$ cat src/rtl/lmsm_sequencer_pkg.sv
// Shared constants and types for the LM/SM sequencer slice.
//   ADDR_W / DATA_W : memory address and data widths
//   NREG / IDX_W    : register count (mask width) and register index width
//   OP_LM / OP_SM   : opcodes that the main controller decodes
//   lmsm_state_t    : sequencer state encoding
//   mem_cmd_t       : memory request payload held stable while waiting for ack
package lmsm_sequencer_pkg;

  localparam int unsigned ADDR_W = 16;
  localparam int unsigned DATA_W = 16;
  localparam int unsigned NREG   = 8;
  localparam int unsigned IDX_W  = 3;

  localparam logic [3:0] OP_LM = 4'b0110;
  localparam logic [3:0] OP_SM = 4'b0111;

  typedef enum logic [2:0] {
    ST_IDLE = 3'd0,
    ST_SCAN = 3'd1,
    ST_REQ  = 3'd2,
    ST_WB   = 3'd3,
    ST_DONE = 3'd4
  } lmsm_state_t;

  typedef struct packed {
    logic              we;
    logic [ADDR_W-1:0] addr;
    logic [DATA_W-1:0] wdata;
  } mem_cmd_t;

endpackage

$ cat src/rtl/lmsm_sequencer_if.sv
// Bundle of controller, memory and register-file signals around the sequencer.
//   slave  : the sequencer's view (consumes start/ack/read data, drives requests)
//   master : the environment's view (controller + memory + register file)
interface lmsm_sequencer_if;
  import lmsm_sequencer_pkg::*;

  // controller
  logic              start;
  logic              is_store;
  logic [NREG-1:0]   reg_mask;
  logic [ADDR_W-1:0] base_addr;
  logic              busy;
  logic              done;
  // memory
  logic              mem_req;
  logic              mem_we;
  logic [ADDR_W-1:0] mem_addr;
  logic [DATA_W-1:0] mem_wdata;
  logic              mem_ack;
  logic [DATA_W-1:0] mem_rdata;
  // register file
  logic [IDX_W-1:0]  rf_radd;
  logic [DATA_W-1:0] rf_rdata;
  logic              rf_wen;
  logic [IDX_W-1:0]  rf_wadd;
  logic [DATA_W-1:0] rf_wdata;

  modport slave (
    input  start, is_store, reg_mask, base_addr, mem_ack, mem_rdata, rf_rdata,
    output busy, done, mem_req, mem_we, mem_addr, mem_wdata,
           rf_radd, rf_wen, rf_wadd, rf_wdata
  );

  modport master (
    output start, is_store, reg_mask, base_addr, mem_ack, mem_rdata, rf_rdata,
    input  busy, done, mem_req, mem_we, mem_addr, mem_wdata,
           rf_radd, rf_wen, rf_wadd, rf_wdata
  );

endinterface

$ cat src/rtl/lmsm_sequencer_lsb_prio_enc8.sv
// Combinational priority encoder: index of the lowest set bit of an 8-bit mask.
//   i_mask    : mask to scan
//   o_idx_c   : index of lowest set bit (0 when mask is empty)
//   o_valid_c : 1 when any bit of the mask is set
module lsb_prio_enc8
  import lmsm_sequencer_pkg::*;
(
  input  logic [NREG-1:0]  i_mask,
  output logic [IDX_W-1:0] o_idx_c,
  output logic             o_valid_c
);

  // Scan downward so the lowest set bit is the last one written.
  always_comb begin
    o_idx_c   = '0;
    o_valid_c = 1'b0;
    for (int i = NREG - 1; i >= 0; i--) begin
      if (i_mask[i]) begin
        o_idx_c   = IDX_W'(i);
        o_valid_c = 1'b1;
      end
    end
  end

endmodule

$ cat src/rtl/lmsm_sequencer.sv
// Load-Multiple / Store-Multiple sequencer. Walks the set bits of a register
// mask from R0 upward, issuing one memory access per bit over req/ack and,
// for LM, writing each loaded word back to the register file.
//   clk      : clock, state updates on the falling edge
//   proc_rst : asynchronous active-low reset
//   bus      : controller (start/is_store/reg_mask/base_addr/busy/done),
//              memory (mem_req/we/addr/wdata/ack/rdata) and
//              register file (rf_radd/rdata, rf_wen/wadd/wdata)
module lmsm_sequencer
  import lmsm_sequencer_pkg::*;
(
  input  logic              clk,
  input  logic              proc_rst,
  lmsm_sequencer_if.slave   bus
);

  lmsm_state_t       r_state,    w_state_nxt;
  logic [NREG-1:0]   r_rem_mask, w_rem_mask_nxt;
  logic [ADDR_W-1:0] r_addr,     w_addr_nxt;
  logic              r_st_q,     w_st_nxt;
  logic [IDX_W-1:0]  r_idx,      w_idx_nxt;

  logic              r_busy,     w_busy_nxt;
  logic              r_done,     w_done_nxt;
  logic              r_mem_req,  w_mem_req_nxt;
  mem_cmd_t          r_mem_cmd,  w_mem_cmd_nxt;
  logic [IDX_W-1:0]  r_rf_radd,  w_rf_radd_nxt;
  logic              r_rf_wen,   w_rf_wen_nxt;
  logic [IDX_W-1:0]  r_rf_wadd,  w_rf_wadd_nxt;
  logic [DATA_W-1:0] r_rf_wdata, w_rf_wdata_nxt;

  logic [DATA_W-1:0] w_mem_wdata_nxt;
  logic [IDX_W-1:0]  w_enc_idx;
  logic              w_enc_valid;

  // Encoder looks at the next mask so rf_radd already points at the next
  // source register while in SCAN; SM store data is then captured on entry to REQ.
  lsb_prio_enc8 u_enc (
    .i_mask    (w_rem_mask_nxt),
    .o_idx_c   (w_enc_idx),
    .o_valid_c (w_enc_valid)
  );

  // State register and registered outputs.
  always_ff @(negedge clk or negedge proc_rst) begin
    if (!proc_rst) begin
      r_state    <= ST_IDLE;
      r_rem_mask <= '0;
      r_addr     <= '0;
      r_st_q     <= 1'b0;
      r_idx      <= '0;
      r_busy     <= 1'b0;
      r_done     <= 1'b0;
      r_mem_req  <= 1'b0;
      r_mem_cmd  <= '0;
      r_rf_radd  <= '0;
      r_rf_wen   <= 1'b0;
      r_rf_wadd  <= '0;
      r_rf_wdata <= '0;
    end else begin
      r_state    <= w_state_nxt;
      r_rem_mask <= w_rem_mask_nxt;
      r_addr     <= w_addr_nxt;
      r_st_q     <= w_st_nxt;
      r_idx      <= w_idx_nxt;
      r_busy     <= w_busy_nxt;
      r_done     <= w_done_nxt;
      r_mem_req  <= w_mem_req_nxt;
      r_mem_cmd  <= w_mem_cmd_nxt;
      r_rf_radd  <= w_rf_radd_nxt;
      r_rf_wen   <= w_rf_wen_nxt;
      r_rf_wadd  <= w_rf_wadd_nxt;
      r_rf_wdata <= w_rf_wdata_nxt;
    end
  end

  // Next-state and next-output logic.
  always_comb begin
    w_state_nxt     = r_state;
    w_rem_mask_nxt  = r_rem_mask;
    w_addr_nxt      = r_addr;
    w_st_nxt        = r_st_q;
    w_idx_nxt       = r_idx;
    w_mem_wdata_nxt = '0;
    w_rf_wdata_nxt  = '0;

    unique case (r_state)
      ST_IDLE: begin
        if (bus.start) begin
          w_rem_mask_nxt = bus.reg_mask;
          w_addr_nxt     = bus.base_addr;
          w_st_nxt       = bus.is_store;
          w_state_nxt    = ST_SCAN;
        end
      end
      ST_SCAN: begin
        if (r_rem_mask == '0) begin
          w_state_nxt = ST_DONE;
        end else begin
          // r_rf_radd holds the lowest set bit of r_rem_mask here
          w_idx_nxt       = r_rf_radd;
          w_mem_wdata_nxt = r_st_q ? bus.rf_rdata : '0;
          w_state_nxt     = ST_REQ;
        end
      end
      ST_REQ: begin
        if (bus.mem_ack) begin
          w_rem_mask_nxt = r_rem_mask & ~(NREG'(1) << r_idx);
          w_addr_nxt     = r_addr + ADDR_W'(1);
          if (r_st_q) begin
            w_state_nxt = ST_SCAN;
          end else begin
            w_rf_wdata_nxt = bus.mem_rdata;
            w_state_nxt    = ST_WB;
          end
        end else begin
          w_mem_wdata_nxt = r_mem_cmd.wdata;
        end
      end
      ST_WB:   w_state_nxt = ST_SCAN;
      ST_DONE: w_state_nxt = ST_IDLE;
      default: w_state_nxt = ST_IDLE;
    endcase

    // Outputs follow the state being entered so they are valid for its whole cycle.
    w_busy_nxt          = (w_state_nxt != ST_IDLE);
    w_done_nxt          = (w_state_nxt == ST_DONE);
    w_mem_req_nxt       = (w_state_nxt == ST_REQ);
    w_mem_cmd_nxt.we    = (w_state_nxt == ST_REQ) && w_st_nxt;
    w_mem_cmd_nxt.addr  = (w_state_nxt == ST_REQ) ? w_addr_nxt : '0;
    w_mem_cmd_nxt.wdata = w_mem_wdata_nxt;
    w_rf_radd_nxt       = w_enc_valid ? w_enc_idx : '0;
    w_rf_wen_nxt        = (w_state_nxt == ST_WB);
    w_rf_wadd_nxt       = (w_state_nxt == ST_WB) ? w_idx_nxt : '0;
  end

  assign bus.busy      = r_busy;
  assign bus.done      = r_done;
  assign bus.mem_req   = r_mem_req;
  assign bus.mem_we    = r_mem_cmd.we;
  assign bus.mem_addr  = r_mem_cmd.addr;
  assign bus.mem_wdata = r_mem_cmd.wdata;
  assign bus.rf_radd   = r_rf_radd;
  assign bus.rf_wen    = r_rf_wen;
  assign bus.rf_wadd   = r_rf_wadd;
  assign bus.rf_wdata  = r_rf_wdata;

endmodule

$ cat src/flat_wrapper.sv
// flat-port wrapper written by rule: the top's interface ports become plain ports
module lmsm_sequencer_flat import lmsm_sequencer_pkg::*;
  (clk, proc_rst, bus_start, bus_is_store, bus_reg_mask, bus_base_addr, bus_mem_ack, bus_mem_rdata, bus_rf_rdata, bus_busy, bus_done, bus_mem_req, bus_mem_we, bus_mem_addr, bus_mem_wdata, bus_rf_radd, bus_rf_wen, bus_rf_wadd, bus_rf_wdata);
  lmsm_sequencer_if bus_i ();
  input  logic clk;
  input  logic proc_rst;
  input wire logic [$bits(bus_i.start)-1:0] bus_start;
  input wire logic [$bits(bus_i.is_store)-1:0] bus_is_store;
  input wire logic [$bits(bus_i.reg_mask)-1:0] bus_reg_mask;
  input wire logic [$bits(bus_i.base_addr)-1:0] bus_base_addr;
  input wire logic [$bits(bus_i.mem_ack)-1:0] bus_mem_ack;
  input wire logic [$bits(bus_i.mem_rdata)-1:0] bus_mem_rdata;
  input wire logic [$bits(bus_i.rf_rdata)-1:0] bus_rf_rdata;
  output wire logic [$bits(bus_i.busy)-1:0] bus_busy;
  output wire logic [$bits(bus_i.done)-1:0] bus_done;
  output wire logic [$bits(bus_i.mem_req)-1:0] bus_mem_req;
  output wire logic [$bits(bus_i.mem_we)-1:0] bus_mem_we;
  output wire logic [$bits(bus_i.mem_addr)-1:0] bus_mem_addr;
  output wire logic [$bits(bus_i.mem_wdata)-1:0] bus_mem_wdata;
  output wire logic [$bits(bus_i.rf_radd)-1:0] bus_rf_radd;
  output wire logic [$bits(bus_i.rf_wen)-1:0] bus_rf_wen;
  output wire logic [$bits(bus_i.rf_wadd)-1:0] bus_rf_wadd;
  output wire logic [$bits(bus_i.rf_wdata)-1:0] bus_rf_wdata;
  assign bus_i.start = bus_start;
  assign bus_i.is_store = bus_is_store;
  assign bus_i.reg_mask = bus_reg_mask;
  assign bus_i.base_addr = bus_base_addr;
  assign bus_i.mem_ack = bus_mem_ack;
  assign bus_i.mem_rdata = bus_mem_rdata;
  assign bus_i.rf_rdata = bus_rf_rdata;
  assign bus_busy = bus_i.busy;
  assign bus_done = bus_i.done;
  assign bus_mem_req = bus_i.mem_req;
  assign bus_mem_we = bus_i.mem_we;
  assign bus_mem_addr = bus_i.mem_addr;
  assign bus_mem_wdata = bus_i.mem_wdata;
  assign bus_rf_radd = bus_i.rf_radd;
  assign bus_rf_wen = bus_i.rf_wen;
  assign bus_rf_wadd = bus_i.rf_wadd;
  assign bus_rf_wdata = bus_i.rf_wdata;
  lmsm_sequencer u_core (.clk(clk), .proc_rst(proc_rst), .bus(bus_i));
endmodule
$ cat config.mk
export PLATFORM = sky130hd
export DESIGN_NAME = lmsm_sequencer_flat
export DESIGN_NICKNAME = d
export VERILOG_FILES = /design/src/rtl/lmsm_sequencer_pkg.sv /design/src/rtl/lmsm_sequencer_if.sv /design/src/rtl/lmsm_sequencer_lsb_prio_enc8.sv /design/src/rtl/lmsm_sequencer.sv /design/src/flat_wrapper.sv
export SDC_FILE = /design/constraint.sdc
export NUM_CORES = 1
export LEC_CHECK = 0
export CAP_MARGIN = 30
export CORE_UTILIZATION = 45
export CTS_CLUSTER_SIZE = 12
export DETAILED_ROUTE_END_ITERATION = 8
export HOLD_SLACK_MARGIN = 0.02
export PLACE_DENSITY = 0.77
export SETUP_SLACK_MARGIN = 0.2
export SLEW_MARGIN = 5
export SYNTH_ARGS = -nofsm -noshare
export SYNTH_HDL_FRONTEND = slang
export SYNTH_HIERARCHICAL = 1
export SYNTH_SLANG_ARGS = --single-unit
$ cat constraint.sdc
create_clock -name clk -period 2.5 [get_ports clk]
set_input_delay 0.25 -clock clk [delete_from_list [all_inputs] [get_ports clk]]
set_output_delay 0.25 -clock clk [all_outputs]
set_load 0.02 [all_outputs]
* After elaboration in Yosys (flattened, before gate mapping) *
Index checks and enable logic that the tools add are counted.

storage, ports and cells
  bits in registers = 90
  word-level logic and storage cells = 71
  input bits = 61

cells by class
  equal/unequal tests = 7
  reduce and logical (&&, ||, !) cells = 4
  shift operators = 1
  add/subtract/negate cells = 1
  muxes and demuxes = 41
  bitwise operators = 2

operators with widths
  kind                                                 number
  two-way mux 16 bit                                   9
  one-hot mux 16 bit (2 select lines)                  2
  two-way mux 3 bit                                    15
  adder 16 x 1 -> 16 bit, second input constant        1
  two-way mux 8 bit                                    2
  one-hot mux 8 bit (2 select lines)                   1
  equality test 3 x 2 -> 1 bit, second input constant  4
  one-hot mux 3 bit (4 select lines)                   1
  two-way mux 1 bit                                    10
  bitwise AND 8 bit                                    1
  logical NOT 8 bit                                    1
  NOT 8 bit                                            1
  left shift 1 x 3 -> 8 bit, first input constant      1
  equality test 3 x 1 -> 1 bit, second input constant  1
  equality test 3 bit, second input constant           1
  logical NOT 3 bit                                    1
  nonzero test 3 bit                                   1
  two-way mux 2 bit                                    1
  inequality test 2 bit, second input constant         1
  logical AND 1 bit                                    1

* Logic depth before layout (Yosys ltp) *
Gate-level depths: netlist of the first run.

  word-level depth = 14
  mapped depth = 9
  gate-level depth less buffers = 8

* By module *
The synthesis of the first run kept the hierarchy.

by module, submodules not included
  module          instances  area an instance (sq um)  cells each
  lmsm_sequencer  1          3948.8                    360
  lsb_prio_enc8   1          80.1                      13

==> key figures, run 1 <==
Final layout
  – Number of diodes: 0
  – Design Area, Final: 6830 um2
  – Share of post-route cells with drive strength above 1: ~45%
  – Fin nets: around 610
  – Layout area overhead: 69.4%

Power
  – Worst ir drop on vdd: around 0.66 mV
  – Total power: between 7 and 8 mW
  – Leakage Power: around 3.1 nW
  – PwrDens: between 1000 and 1500 nW/um2

Route
  – Wire per inst: between 15 and 20 um
  – Via Count: ~3800
  – Via density: approximately 5.8
  – DRC Markers: 0
  – ANT nets after route: 0
  – Initial DRT Pass Iterations: 5
  – Final Routed Wirelength: between 10 and 15 mm
  – Starting DRT DRC Count: between 200 and 300

Synthesis
  – Count leader, synth: dfrtn_1
  – Ys Warns: 6
  – Synth top area share: 55.9%
  – Asr flop ratio synth: 100%
  – Seq/Total Area, Yosys: a little under three fifths
  – Dominant synthesized flop cell: dfrtn_1
  – Avg Cell Area, Syn: approximately 11 um2
  – Post-synth net total: 435
  – Synth area leader: dfrtn_1
  – Synthesized instance count: approximately 370
  – Top post-synthesis cells by area: dfrtn_1 (56%), and2_1 (4.5%), a22o_1 (2.8%)
  – EDFF count, synth: 0
  – Mapped cell area: just over 4000 um2
  – Synth cell count leaders: dfrtn_1 (90), and2_1 (29), nand2_1 (27), nor2_1 (20), a21oi_1 (18)
  – Netlist cell types: a little under 50
  – Yosys reg bits: 90

Clock tree
  – Clk sink count: 90
  – Worst-skew pair later-pin latency: between 0.3 and 0.4 ns
  – CTS buffer count: 9
  – Clock tree buffer depth: 2
  – Reg clk slew, reported paths: 0.06 ns
  – Root buf cell: clkbuf_8
  – CTS Hold Bufs: 0
  – H-tree depth reported by CTS: 3
  – CTS tree: built

Die
  – Ports: 120
  – Die X: around 97 um
  – Core footprint: slightly below 9000 um2
  – Die height: between 90 and 100 um
  – Starting Density: around 46%
  – Die ar.: around 9300 um2
  – Number of cell rows: 34

Hold path
  – Worst min-delay path class: reg -> reg
  – Hold Path Origin: u_core/bus.rf_radd[1]
  – Hold endpoint: u_core/r_idx[1]
  – Hold Path Depth: 1

GRT
  – Vias in the first global route: ~3500
  – Largest net degree at the start of global routing: a little over 90
  – Initial antenna violation count: 0
  – GRT Util Overall: about 24%
  – First-pass GRT wire length: about 18 mm
  – Remaining global-route overflow: 0

Setup path
  – Crit path kind: in -> reg
  – CP Capture Type: register
  – Reg-to-reg slack, setup: between 0.2 and 0.25 ns
  – Maximum fanout along the worst path: 5
  – RR Endpoint: u_core/bus.mem_addr[14]
  – Req. time, crit path: approximately 1.4 ns
  – R2R Path Start: u_core/r_addr[3]
  – Nature of the critical path startpoint: input pin
  – Worst reg-to-reg path cell count: 5
  – Worst EP arrival: between 1.5 and 2 ns

Timing
  – Worst Skew: 0.00891 ns
  – RSZ-0062 raised after global routing: true
  – Final Slew Violations: 0
  – Slew margin rel.: approximately 54%
  – Worst Tran Pin Value: just under 0.7 ns
  – Final setup violation count: 25
  – Worst hold slack: 0.482 ns
  – Hold Fails Final Rpt: 0
  – Setup WS post-layout: -0.140 ns

Placed design
  – Placer Congestion: between 0.8 and 0.9
  – Post-placement cell area: between 5000 and 6000 um2
  – HPWL Detailed: 7.14 mm
  – Port Buffer Count: ~120

Flow run
  – Max-cap violations: 0

Outcome
  – Outcome: finished with violations
  – Failing checks: negative setup slack
-- logic make-up (layout without fill, tap and decap cells) --
group                    after synthesis  in the layout  synth area share, %
flip-flops                            90             90                 55.9
buffers and inverters                 30            211                 3.26
AO/OA/AOI/OAI                         98             98                 17.6
adder cells (fa/ha/maj)                1              1                0.311
AND/OR/NAND/NOR                      142            144                 19.8
multiplexers                          12             12                 3.14
-- metrics by stage --
stage	utilization (%)	setup WS (ns)	TNS, ns	std cells
2_1_floorplan	-	-0.284	-1.40	373
3_3_place_gp	64.9	-0.873	-45.75	606
5_1_grt	78.6	-0.202	-3.31	664
4_1_cts	71.6	-0.0434	-0.125	634
3_5_place_dp	64.9	-0.915	-47.21	606
6_report	78.6	-0.140	-2.40	664
-- metal layers --
metal / vias to the layer above / global-route usage [%] / share of wire (%)
met5: - / 0 / 0
met4: 0 / 7.58 / 1.8
met3: 20 / 2.53 / 5.4
met2: 161 / 40.4 / 53
met1: 1955 / 33.6 / 40
li1: 1712 / - / -
-- what timing repair did --
item / 4_1_cts / 5_1_grt
resized for setup: 418 / 64
gates cloned: 3 / 4
hold endpoints to repair: 0 / 0
setup buffers: 10 / 26
endpoints found under the setup margin: 143 / 109
pin swaps: 19 / 19
-- critical path, stage by stage --
cell and delay [ns]:
buf_8 0.08, buf_4 0.10, buf_6 0.08, buf_6 0.09, or3b_4 0.39, a21oi_4 0.16, a21o_4 0.15, buf_12 0.12
buf_12 0.12, a21oi_4 0.04
-- power breakdown --
part | leakage (nW) | internal (mW) | switching (mW)
combinational | 1.82 | 2.14 | 2.11
sequential | 1.18 | 1.97 | 0.513
clock | 0.0838 | 0.370 | 0.576
-- worst max-delay path by stage --
stage                            from                     end
after floorplan             bus_start   u_core/bus.rf_radd[2]
after global placement    bus_mem_ack   u_core/bus.rf_radd[1]
after detailed placement    bus_start   u_core/bus.rf_radd[1]
after CTS                 bus_mem_ack   u_core/bus.rf_radd[1]
after global routing      bus_mem_ack   u_core/bus.rf_radd[1]
final                       bus_start  u_core/bus.mem_addr[1]
-- layout make-up --
cell class / instances / area [um2]
clock buffers: 9 / 124
multi-input cells: 255 / 2220
flip-flops and latches: 90 / 2250
fillers: 480 / 1850
clock inverters: 6 / 52.6
well taps: 108 / 135
inverters: 7 / 31.3
repair buffers: 189 / 2010
-- layout by cell type (no fill, tap or decap), types with 6 or more instances in the layout --
master,count
a21oi_1,8
a21oi_2,8
a22o_1,9
a22o_4,13
a2bb2oi_2,7
and2_1,24
and2_4,6
buf_12,7
buf_4,46
buf_6,72
clkbuf_8,9
clkdlybuf4s50_1,54
dfrtn_1,90
inv_1,6
nand2_1,25
nor2_1,13
nor2b_1,7
nor3_1,6
nor3_2,6
o21ai_1,10
-- sequential cells by signal (all words and copies together) (netlist names) --
name	cells
u_core/r_st_q	1
u_core/bus.mem_wdata	16
u_core/bus.mem_we	1
u_core/bus.rf_wen	1
u_core/bus.mem_addr	16
u_core/bus.done	1
u_core/bus.rf_radd	3
u_core/r_addr	16
u_core/bus.rf_wdata	16
u_core/bus.busy	1
u_core/bus.mem_req	1
u_core/r_idx	3
u_core/r_state	3
u_core/r_rem_mask	8
u_core/bus.rf_wadd	3
Power figures use the tool's default switching activity.
==> run 2, diff against run 1 <==
CTS_CLUSTER_DIAMETER = 40   (was unset)
clock period = 2.8 ns   (was 2.5 ns; I/O delays follow)
==> key figures, run 2 (synthesis gave the netlist of run 1 again) <==
GRT
  – Vias in the first global route: between 3000 and 4000
  – Largest net degree at the start of global routing: 54
  – Remaining global-route overflow: 0
  – Met1 GRT Util: between 30 and 40%
  – First-pass GRT wire length: 18.0 mm
  – GRT Util Overall: 23.9%
  – Most Used Layer, Global Route: met2
  – Initial antenna violation count: 0
  – Met2 usage: around two fifths
  – GR Util met3: under 10%

Route
  – Wire per inst: approximately 18 um
  – Final Routed Wirelength: roughly 12 mm
  – Via density: between 5 and 6
  – ANT nets after route: 0
  – Via Count: between 3000 and 4000
  – DRC Markers: 0
  – Initial DRT Pass Iterations: 4
  – Starting DRT DRC Count: between 200 and 250

Die
  – Die ar.: just over 9000 um2
  – Core footprint: 8680 um2
  – Starting Density: between 40% and 50%
  – Die X: approximately 97 um
  – Die height: 96.6 um
  – Number of cell rows: 34
  – Ports: between 100 and 150

Clock tree
  – Reg clk slew, reported paths: roughly 0.06 ns
  – Clk sink count: 90
  – Worst-skew pair later-pin latency: 0.35 ns
  – CTS buffer count: 9
  – Root buf cell: clkbuf_8
  – CTS Hold Bufs: 0
  – Clock tree buffer depth: 2
  – CTS tree: built
  – H-tree depth reported by CTS: 3

Final layout
  – Share of post-route cells with drive strength above 1: between 30 and 40%
  – Layout Cells excl Fill: 639
  – Commonest non-fill, non-tap cell in the layout: dfrtn_1
  – Commonest cells after routing, fill and taps aside: dfrtn_1 (90), buf_4 (56), clkdlybuf4s50_1 (53)
  – Fin nets: roughly 590
  – Design Area, Final: 6060 um2
  – Number of diodes: 0
  – Layout area overhead: 50.4%
  – Filler cells: 646

Setup path
  – CP Capture Type: register
  – Req. time, crit path: around 1.6 ns
  – Crit path kind: in -> reg
  – Worst EP arrival: about 1.5 ns
  – Reg-to-reg slack, setup: approximately 0.45 ns
  – Maximum fanout along the worst path: 3
  – Nature of the critical path startpoint: input pin

Flow run
  – Max-cap violations: 0

Timing
  – Slew margin rel.: between 40% and 50%
  – Worst Skew: 0.0132 ns
  – Worst Tran Pin Value: slightly below 0.8 ns
  – Setup TNS: 0 ns
  – Final setup violation count: 0
  – Hold Fails Final Rpt: 0
  – Final Slew Violations: 0
  – RSZ-0062 raised after global routing: true

Power
  – Total power: a little over 6 mW
  – PwrDens: 1020 nW/um2
  – Leakage Power: 2.83 nW
  – Worst ir drop on vdd: between 0.5 and 0.6 mV

Placed design
  – Post-placement cell area: between 5000 and 6000 um2
  – Placed insts: ~600
  – Port Buffer Count: 119
  – Placer Congestion: ~0.86
  – HPWL Detailed: approximately 7.4 mm

Hold path
  – Worst min-delay path class: reg -> reg

Outcome
  – Outcome: complete, no violations
-- run 2: cell types whose count changed in the layout (fill, tap and decap cells not counted), moves of 5 or more --
cell       before  now
a22o_4         13    4
nor2_1         13   19
buf_6          72   16
a2bb2oi_1       0    5
buf_2           0   25
a2bb2oi_2       7    2
a31oi_1         2    8
a22o_2          1   11
buf_4          46   56
nor2_2          5    0
-- run 2: timing repair --
action,4_1_cts,5_1_grt
endpoints found under the setup margin,121,67
gates cloned,2,2
resized for setup,298,45
pin swaps,10,3
buffers inserted,9,11
-- run 2: power by group --
| part | internal (mW) | leakage (nW) | total [mW] | switching (mW) |
|---|---|---|---|---|
| Combinational | 1.47 | 1.55 | 3.09 | 1.62 |
| Sequential | 1.76 | 1.18 | 2.17 | 0.416 |
| Clock | 0.426 | 0.0954 | 0.928 | 0.502 |
| Total | 3.65 | 2.83 | 6.19 | 2.54 |
-- run 2: through the flow --
stage	util, %	setup slack, ns	hold slack [ns]
after floorplan	-	-0.164	0.447
after global placement	64.3	-0.762	0.448
after detailed placement	64.3	-0.819	0.450
after CTS	66.3	0.0948	0.449
after global routing	69.8	-0.0142	0.477
final	69.8	0.0634	0.457
-- run 2: path summary, 6_finish.rpt --
kind | startpoint | end | cells after the start
worst max-delay path | bus_mem_ack | u_core/bus.rf_radd[2] | 8
worst min-delay path | u_core/bus.mem_wdata[4] | u_core/bus.mem_wdata[4] | 1
worst max register to register | u_core/r_state[1] | u_core/bus.rf_radd[1] | 6
worst min register to register | u_core/bus.mem_wdata[4] | u_core/bus.mem_wdata[4] | 1
max in group asynchronous | proc_rst | u_core/bus.mem_addr[12] | 2
min in group asynchronous | proc_rst | u_core/bus.mem_wdata[13] | 1
-- run 2: cell type report --
cell class	instances	area, um2	area share [%]
clock buffers	10	128	2.11
multi-input cells	255	1970	32.6
clock inverters	6	73.8	1.22
inverters	7	26.3	0.434
flip-flops and latches	90	2250	37.2
well taps	108	135	2.23
repair buffers	163	1470	24.3
-- run 2: per-layer routing --
| metal | up-vias | routed length, um |
|---|---|---|
| met5 | - | 0 |
| met4 | 0 | 197 |
| met3 | 22 | 491 |
| met2 | 109 | 5900 |
| met1 | 1768 | 4970 |
| li1 | 1658 | - |
-- run 2: worst max-delay path: stages --
cell	delay, ns
buf_8	0.09
nand3_4	0.08
nor3_4	0.18
o21ai_1	0.11
a22o_4	0.25
nor4_4	0.28
nand2_1	0.10
and2_1	0.15
